==> src/rtl/systolic_skew_feeder.sv <==
// Operand feeder for an N x N systolic array: buffers one A tile and one B tile,
// then streams them onto the west/north edges with lane i delayed by i cycles.
module systolic_skew_feeder #(
    parameter int N  = 4,
    parameter int K  = 4,
    parameter int DW = 16,
    localparam int LW  = (N > 1) ? $clog2(N) : 1,
    localparam int KW  = (K > 1) ? $clog2(K) : 1,
    localparam int KLW = $clog2(K + 1),
    localparam int TW  = $clog2(K + N)
) (
    input  logic            clk,
    input  logic            rst,
    input  logic            wr_en,
    input  logic            wr_sel,
    input  logic [LW-1:0]   wr_lane,
    input  logic [KW-1:0]   wr_k,
    input  logic [DW-1:0]   wr_data,
    input  logic            start,
    input  logic [KLW-1:0]  k_len,
    output logic [N*DW-1:0] a_edge,
    output logic [N*DW-1:0] b_edge,
    output logic [N-1:0]    valid_row,
    output logic            busy,
    output logic            done
);

    typedef enum logic [1:0] {
        IDLE   = 2'd0,
        STREAM = 2'd1,
        DONE   = 2'd2
    } state_t;

    state_t state_q, state_d;
    logic [TW-1:0]   t_q, t_d;
    logic [KLW-1:0]  len_q, len_d;

    // A is indexed [row][k], B is indexed [column][k] so both lanes read alike.
    logic [DW-1:0]   a_mem_q [N][K];
    logic [DW-1:0]   a_mem_d [N][K];
    logic [DW-1:0]   b_mem_q [N][K];
    logic [DW-1:0]   b_mem_d [N][K];

    logic [N*DW-1:0] a_edge_q, a_edge_d;
    logic [N*DW-1:0] b_edge_q, b_edge_d;
    logic [N-1:0]    valid_row_q, valid_row_d;
    logic            busy_q, busy_d;
    logic            done_q, done_d;
    int              step_k;

    always_comb begin
        state_d = state_q;
        t_d     = t_q;
        len_d   = len_q;
        a_mem_d = a_mem_q;
        b_mem_d = b_mem_q;
        done_d  = 1'b0;

        case (state_q)
            IDLE: begin
                if (start) begin
                    if (k_len == '0) begin
                        state_d = DONE;
                        done_d  = 1'b1;
                    end else begin
                        state_d = STREAM;
                        t_d     = '0;
                        len_d   = (int'(k_len) > K) ? KLW'(K) : k_len;
                    end
                end else if (wr_en && int'(wr_lane) < N && int'(wr_k) < K) begin
                    if (wr_sel)
                        b_mem_d[wr_lane][wr_k] = wr_data;
                    else
                        a_mem_d[wr_lane][wr_k] = wr_data;
                end
            end
            STREAM: begin
                if (int'(t_q) == int'(len_q) + N - 2) begin
                    state_d = DONE;
                    done_d  = 1'b1;
                    t_d     = '0;
                end else begin
                    t_d = t_q + 1'b1;
                end
            end
            DONE: begin
                state_d = IDLE;
            end
            default: begin
                state_d = IDLE;
            end
        endcase

        busy_d = (state_d == STREAM);

        // Outputs are precomputed for the step the registers will show next cycle.
        a_edge_d    = '0;
        b_edge_d    = '0;
        valid_row_d = '0;
        step_k      = 0;
        for (int i = 0; i < N; i++) begin
            step_k = int'(t_d) - i;
            if (busy_d && step_k >= 0 && step_k < int'(len_d)) begin
                valid_row_d[i]       = 1'b1;
                a_edge_d[DW*i +: DW] = a_mem_q[i][KW'(step_k)];
                b_edge_d[DW*i +: DW] = b_mem_q[i][KW'(step_k)];
            end
        end
    end

    always_ff @(posedge clk) begin
        if (rst) begin
            state_q     <= IDLE;
            t_q         <= '0;
            len_q       <= '0;
            a_edge_q    <= '0;
            b_edge_q    <= '0;
            valid_row_q <= '0;
            busy_q      <= 1'b0;
            done_q      <= 1'b0;
            for (int i = 0; i < N; i++) begin
                for (int k = 0; k < K; k++) begin
                    a_mem_q[i][k] <= '0;
                    b_mem_q[i][k] <= '0;
                end
            end
        end else begin
            state_q     <= state_d;
            t_q         <= t_d;
            len_q       <= len_d;
            a_edge_q    <= a_edge_d;
            b_edge_q    <= b_edge_d;
            valid_row_q <= valid_row_d;
            busy_q      <= busy_d;
            done_q      <= done_d;
            a_mem_q     <= a_mem_d;
            b_mem_q     <= b_mem_d;
        end
    end

    assign a_edge    = a_edge_q;
    assign b_edge    = b_edge_q;
    assign valid_row = valid_row_q;
    assign busy      = busy_q;
    assign done      = done_q;

endmodule

==> config.mk <==
export PLATFORM = sky130hd
export DESIGN_NAME = systolic_skew_feeder
export DESIGN_NICKNAME = d
export VERILOG_FILES = /design/src/rtl/systolic_skew_feeder.sv
export SDC_FILE = /design/constraint.sdc
export NUM_CORES = 1
export LEC_CHECK = 0
export ABC_CLOCK_PERIOD_IN_PS = 4700
export CAP_MARGIN = 10
export CORE_UTILIZATION = 59
export CTS_CLUSTER_DIAMETER = 100
export DETAILED_ROUTE_END_ITERATION = 8
export GPL_TIMING_DRIVEN = 0
export PLACE_DENSITY = 0.84
export SETUP_SLACK_MARGIN = 0.3
export SLEW_MARGIN = 20
export SYNTH_ARGS = -nofsm -noshare
export SYNTH_HDL_FRONTEND = slang
export SYNTH_SLANG_ARGS = --single-unit
==> constraint.sdc <==
create_clock -name clk -period 4.7 [get_ports clk]
set_clock_uncertainty 0.1 [all_clocks]
set_input_delay 0.47 -clock clk [delete_from_list [all_inputs] [get_ports clk]]
set_output_delay 0.47 -clock clk [all_outputs]
set_load 0.02 [all_outputs]
Word level (Yosys, flattened, before mapping)
Index checks and enable logic that the tools add are counted.
- add/sub/neg operators: 6
- magnitude comparators: 17
- equality and inequality tests: 3
- mux-type cells: 50
- bitwise logic cells: 12
- reduce and logical (&&, ||, !) cells: 18
- operator list (cell ; count):
    256-bit bitwise mux ; 2
    16-bit two-way mux ; 17
    16-bit binary-select mux with 2-bit select ; 8
    64-bit demux with 2-bit select ; 1
    64-bit two-way mux ; 1
    16-bit demux with 2-bit select ; 1
    3-bit two-way mux ; 7
    2-bit by 3-bit greater-or-equal comparator with 1-bit output, second input constant ; 4
    4-bit by 1-bit greater-or-equal comparator with 1-bit output, second input constant ; 3
    4-bit less-than comparator ; 3
    1-bit logical AND ; 10
    2-bit NOT ; 4
    4-bit AND reduction ; 2
    2-bit OR reduction ; 4
    3-bit by 2-bit subtractor with 4-bit output, second input constant ; 2
    1-bit two-way mux ; 7
    3-bit greater-or-equal comparator, second input constant ; 2
    3-bit by 1-bit less-than comparator with 1-bit output, second input constant ; 2
    2-bit two-way mux ; 3
    1-bit NOT ; 6
    2-bit NOT with 3-bit output ; 2
    3-bit one-hot mux with 2 select lines ; 1
    4-bit by 5-bit == test with 1-bit output ; 1
    4-bit by 2-bit subtractor with 5-bit output, second input constant ; 1
    other kinds (11) ; 12
- register bits: 654
- input port bits: 28
- output and inout port bits: 134
- logic and storage cells: 152

Depth between registers and ports, before layout
- word-level depth: 11
- gate-level depth with buffers: 17
- mapped depth without buffers: 11

Least setup slack after synthesis
No wires, ideal clock.
- path kind: register to register
- start point: register len_q[1]
- end point: register a_edge_q[16] (netlist: a_edge[16])
- arrival: 4.040 ns
- slack: 0.429 ns
- stages on the path, launching flop included: 18
- cells stage by stage: dfxtp_1 > ha_1 > xor2_1 > o41a_1 > buf_2 > a21o_1 > buf_2 > buf_2 > clkbuf_1 > ha_1 > clkbuf_1 > clkinv_1 > clkbuf_1 > ha_1 > nand4_1 > a21oi_1 > clkbuf_1 > nor3b_1
- word-level cells in the longest chain between the ends: 11
- ends and longest elaborated chain (element ; line ; source):
    start: declaration ; 36 ; logic [KLW-1:0] len_q, len_d;
    start signal: assignment ; 130 ; len_q <= len_d;
    3-bit by 3-bit adder with 4-bit output * ; 78 ; if (int'(t_q) == int'(len_q) + N - 2) begin
    4-bit by 2-bit subtractor with 5-bit output * ; 78 ;
    4-bit by 5-bit == test with 1-bit output * ; 78 ;
    3-bit two-way mux * ; 78 ;
    3-bit one-hot mux with 2 select lines * ; 59 ; case (state_q)
    net t_d[1] ; 35 ; logic [TW-1:0] t_q, t_d;
    3-bit by 1-bit subtractor with 4-bit output * ; 102 ; step_k = int'(t_d) - i;
    4-bit by 1-bit greater-or-equal comparator with 1-bit output ; 103 ; if (busy_d && step_k >= 0 && step_k < int'(len_d)) begin
    1-bit logical AND (2 in a row) ; 103 ;
    1-bit NOT (no source line) ; - ;
    2-bit OR reduction (no source line) ; - ;
    end signal: assignment ; 131 ; a_edge_q <= a_edge_d;
    end: declaration ; 44 ; logic [N*DW-1:0] a_edge_q, a_edge_d;
The timed path passes the listed nets; every way through them passes the cells marked *. The select of a mux whose other input is x is not followed.
A chain may end at the register's enable or synchronous reset.

Worst setup path after layout
- start point: register len_q[1]
- end point: register b_edge_q[60] (netlist: b_edge[60])
- word-level cells in the longest chain between the ends: 11
- ends and longest elaborated chain (element ; line ; source):
    3-bit by 3-bit adder with 4-bit output * ; 78 ;
    4-bit by 2-bit subtractor with 5-bit output * ; 78 ;
    4-bit by 5-bit == test with 1-bit output * ; 78 ;
    3-bit two-way mux * ; 78 ;
    3-bit one-hot mux with 2 select lines * ; 59 ;
    net t_d[1] ; 35 ;
    3-bit by 2-bit subtractor with 4-bit output * ; 102 ;
    4-bit by 1-bit greater-or-equal comparator with 1-bit output ; 103 ;
    1-bit logical AND (2 in a row) ; 103 ;
    1-bit NOT (no source line) ; - ;
    2-bit OR reduction (no source line) ; - ;
    end signal: assignment ; 132 ; b_edge_q <= b_edge_d;
    end: declaration ; 45 ; logic [N*DW-1:0] b_edge_q, b_edge_d;
Marked as above.

==> key figures <==
Worst setup path
  • Slowest CP cell: a22oi_2
  • CP Launch Point: len_q[1]
  • CP arrival: 4710 ps
  • CP cell instances: ha_1 -> xor2_1 -> o41a_1 -> buf_2 -> a21o_1 -> buf_2 -> buf_4 -> buf_4 -> ha_4 -> xnor2_1 -> ha_1 -> nand2_1 -> a22oi_2 -> buf_2 -> nor3b_1
  • Critical Path RT: 5060 ps
  • Type of origin of the critical path: flip-flop
  • Slowest stage delay, CP: 750 ps
  • Buffers & Inverters on Critical Path: 5
  • Critical path class: flip-flop to flip-flop
  • Most frequent CP cell: buf_2
  • Reg2reg start: len_q[1]
  • Critical-path maximum fanout: 13
  • Crit end category: flip-flop
  • Crit-path leading delay family: compound AO/OA/AOI/OAI gates

STA
  • Clock period minus worst slack: 4350 ps
  • Final setup vio count: 0
  • Min Hold Slack: 355 ps
  • Fin. max-slew vios: 0
  • Max Clk Rate: 0.230 GHz
  • Max transition margin: 10.4%
  • Least-Margin Pin Slew: 1340 ps
  • Final worst path period share: 92.5%
  • Setup ws final: 351 ps
  • Final Hold Vio Count: 0
  • RSZ-0062 raised after global routing: no

Run
  • Max-cap viol count: 0

GRT
  • Vias in the first global route: 23117
  • GR Util All Layers: 38.3%
  • First-pass GRT wire length: 131000 um
  • Gr ovfl total: 0
  • Initial antenna violation count: 5
  • Pin count of the biggest net entering global routing: 16

Logic synthesis
  • Sequential share of the synthesized area: 49.6%
  • FF+latch count, synth: 654
  • Syn nets: 2935
  • Mapped Cells: 2892
  • Synthesized area per cell: 9.13 um^2
  • Async set or reset register ratio after synthesis: 0%
  • Cell variety after synth: 55
  • Mapped cell area: 26400 um^2
  • Ys flop type: dfxtp_1
  • Post-synth EDFFs: 0
  • Yosys warning total: 0

Pwr
  • Sw frac: 26.7%
  • Internal power: 9.19 mW
  • Comb power frac: 11.9%
  • PD cells: 401 nW/um^2
  • Clk network pwr share: 43.4%
  • Switching Power: 3.35 mW
  • Total power: 12.5 mW
  • Flop pwr share: 44.7%
  • Worst VDD drop: 0.000289 V
  • Static leakage: 10.4 nW

Detailed routing
  • Wirelength, routed: 87500 um
  • DRC: 1
  • Post-detailed-route via-to-cell ratio: 6.33
  • DR vias: 23853
  • Avg WL per Cell: 23.2 um
  • ANT nets after route: 0
  • Starting DRT DRC Count: 3129
  • Drt pass-1 iters: 9

Floorplan
  • I/O pin cnt: 162
  • Initial Util: 59.7%
  • Core area: 44200 um^2
  • Die W: 214 um
  • Die height: 214 um
  • Cell Rows: 77
  • Total Die Area: 45600 um^2

Final layout
  • Register area: 13100 um^2
  • Share of cells above drive strength 1: 9.44%
  • Layout area overhead: 18.4%
  • Nets: 3172
  • Post-route cell area: 31300 um^2
  • Multi-input logic area: 12000 um^2
  • FILL cells: 3154

Run status
  • Status: complete, but fails checks
  • Failing checks: design-rule violations

Placement
  • Routability Congestion: 0.978
  • Area after DPL: 28800 um^2
  • Post-DP HPWL: 60400 um
  • Place WS: -2210 ps
  • Number of I/O port buffers: 160

CTS
  • CTS tree: yes
  • Root Driver: clkbuf_16
  • Clock-pin slew on the worst setup and hold paths: 60 ps
  • H-tree depth: 3
  • Clk Latency, worst-skew pair: 630 ps
  • CTS buffer count: 67
  • Clk sinks: 654
  • Clock Path Buffers: 3

Worst hold path
  • Min-delay src: b_mem_q[49]
  • Min-Delay Path Class: flip-flop to flip-flop
power groups by stage:
stage	combinational, mW	sequential, mW	clock (mW)
floorplan	0.794	5.74	0
CTS	1.42	5.60	5.41
finish	1.49	5.60	5.44
detailed placement	1.32	5.72	0
global route	1.54	5.60	5.65
global placement	1.28	5.72	0
placed cells by master (no fill, tap or decap), types with 12 or more instances in the layout:
cell               n
a211oi_1          64
a21oi_1          357
a221oi_1          59
buf_2             33
buf_4             21
clkbuf_1         225
clkbuf_16         69
clkbuf_8          20
clkdlybuf4s50_1  160
clkinv_2          12
dfxtp_1          653
ha_1              14
inv_1             41
mux2i_1          224
mux4_2            64
nand2_1          505
nand3_1          194
nor2_1           214
nor2b_1           36
nor3b_1           51
nor3b_2           15
nor4_1            35
layer usage:
| layer | vias to the layer above | GRT usage [%] | share of wire, % |
|---|---|---|---|
| li1 | 10467 | - | - |
| met1 | 11235 | 47.6 | 37 |
| met2 | 1703 | 58.5 | 44 |
| met3 | 446 | 8.98 | 12 |
| met4 | 2 | 27.7 | 7.2 |
| met5 | - | 0 | 0.013 |
worst register-to-register path: cells and delay by family (launching register included):
family                     cells  cell delay [ps]
DFF                            1              340
buffers and inverters          5             1200
AOI/OAI and AO/OA              3             1320
adders and majority gates      3              770
and+or+nand+nor                2              190
xor gates and xnor gates       2              310
synth_stat cells, drive strengths merged, types with 4 or more instances:
library cell	number	share of area, %
o21ai	5	0.095
clkbuf	227	3.2
a211oi	65	1.8
nor2b	36	0.85
a221oi	65	2.3
mux4	64	5.5
nor3	4	0.095
mux2i	224	8.5
dfxtp	654	50
ha	15	0.71
nor3b	66	1.9
buf	59	1.5
nor2	228	3.6
inv	42	0.60
nor4	35	0.83
nand2	506	7.2
a21oi	360	6.8
nand3	194	3.7
nand2b	7	0.17
logic make-up after synthesis:
kind of cell | share of synthesized area (%)
AOI/OAI and AO/OA | 11.6
xor gates and xnor gates | 0.166
adders and majority gates | 0.711
buffers and inverters | 5.32
DFF | 49.6
muxes | 14.0
and+or+nand+nor | 18.7
sequential cells by signal, indices dropped and copies added, names as in the netlist, 2 cells and up:
register	flops
b_edge	64
len_q	3
a_edge	64
t_q	3
b_mem_q	256
valid_row	4
a_mem_q	256
state_q	2
final timing paths:
kind / endpoint / slack (ps) / depth (start not counted)
worst max-delay path: b_edge[60] / 350 / 15
worst min-delay path: b_mem_q[49] / 360 / 2
worst min register to register: b_mem_q[49] / 360 / 2
worst max register to register: b_edge[60] / 350 / 15
cell type report:
class / instances / share of cell area (%)
Inverter: 44 / 0.548
Antenna cell: 1 / 0.00800
Sequential cell: 654 / 41.9
Multi-Input combinational cell: 1908 / 38.5
Timing Repair Buffer: 168 / 5.37
Buffer: 286 / 4.23
Clock buffer: 93 / 6.29
Tap cell: 592 / 2.37
Clock inverter: 24 / 0.852
through the flow:
step | TNS (ps) | util, % | instances
after floorplan | 0 | - | 2892
after global placement | -117700 | 65.0 | 3644
after detailed placement | -107740 | 65.0 | 3645
after CTS | 0 | 70.6 | 3769
after global routing | 0 | 70.7 | 3770
final | 0 | 70.7 | 3770
what timing repair did:
| action | CTS | global route |
|---|---|---|
| pin swaps | 2 | 0 |
| hold buffers | 0 | 0 |
| resized for setup | 49 | 10 |
| setup buffers | 5 | 0 |
| cloned | 2 | 0 |
| setup endpoints to repair | 99 | 66 |
(Power assumes the default switching activity.)
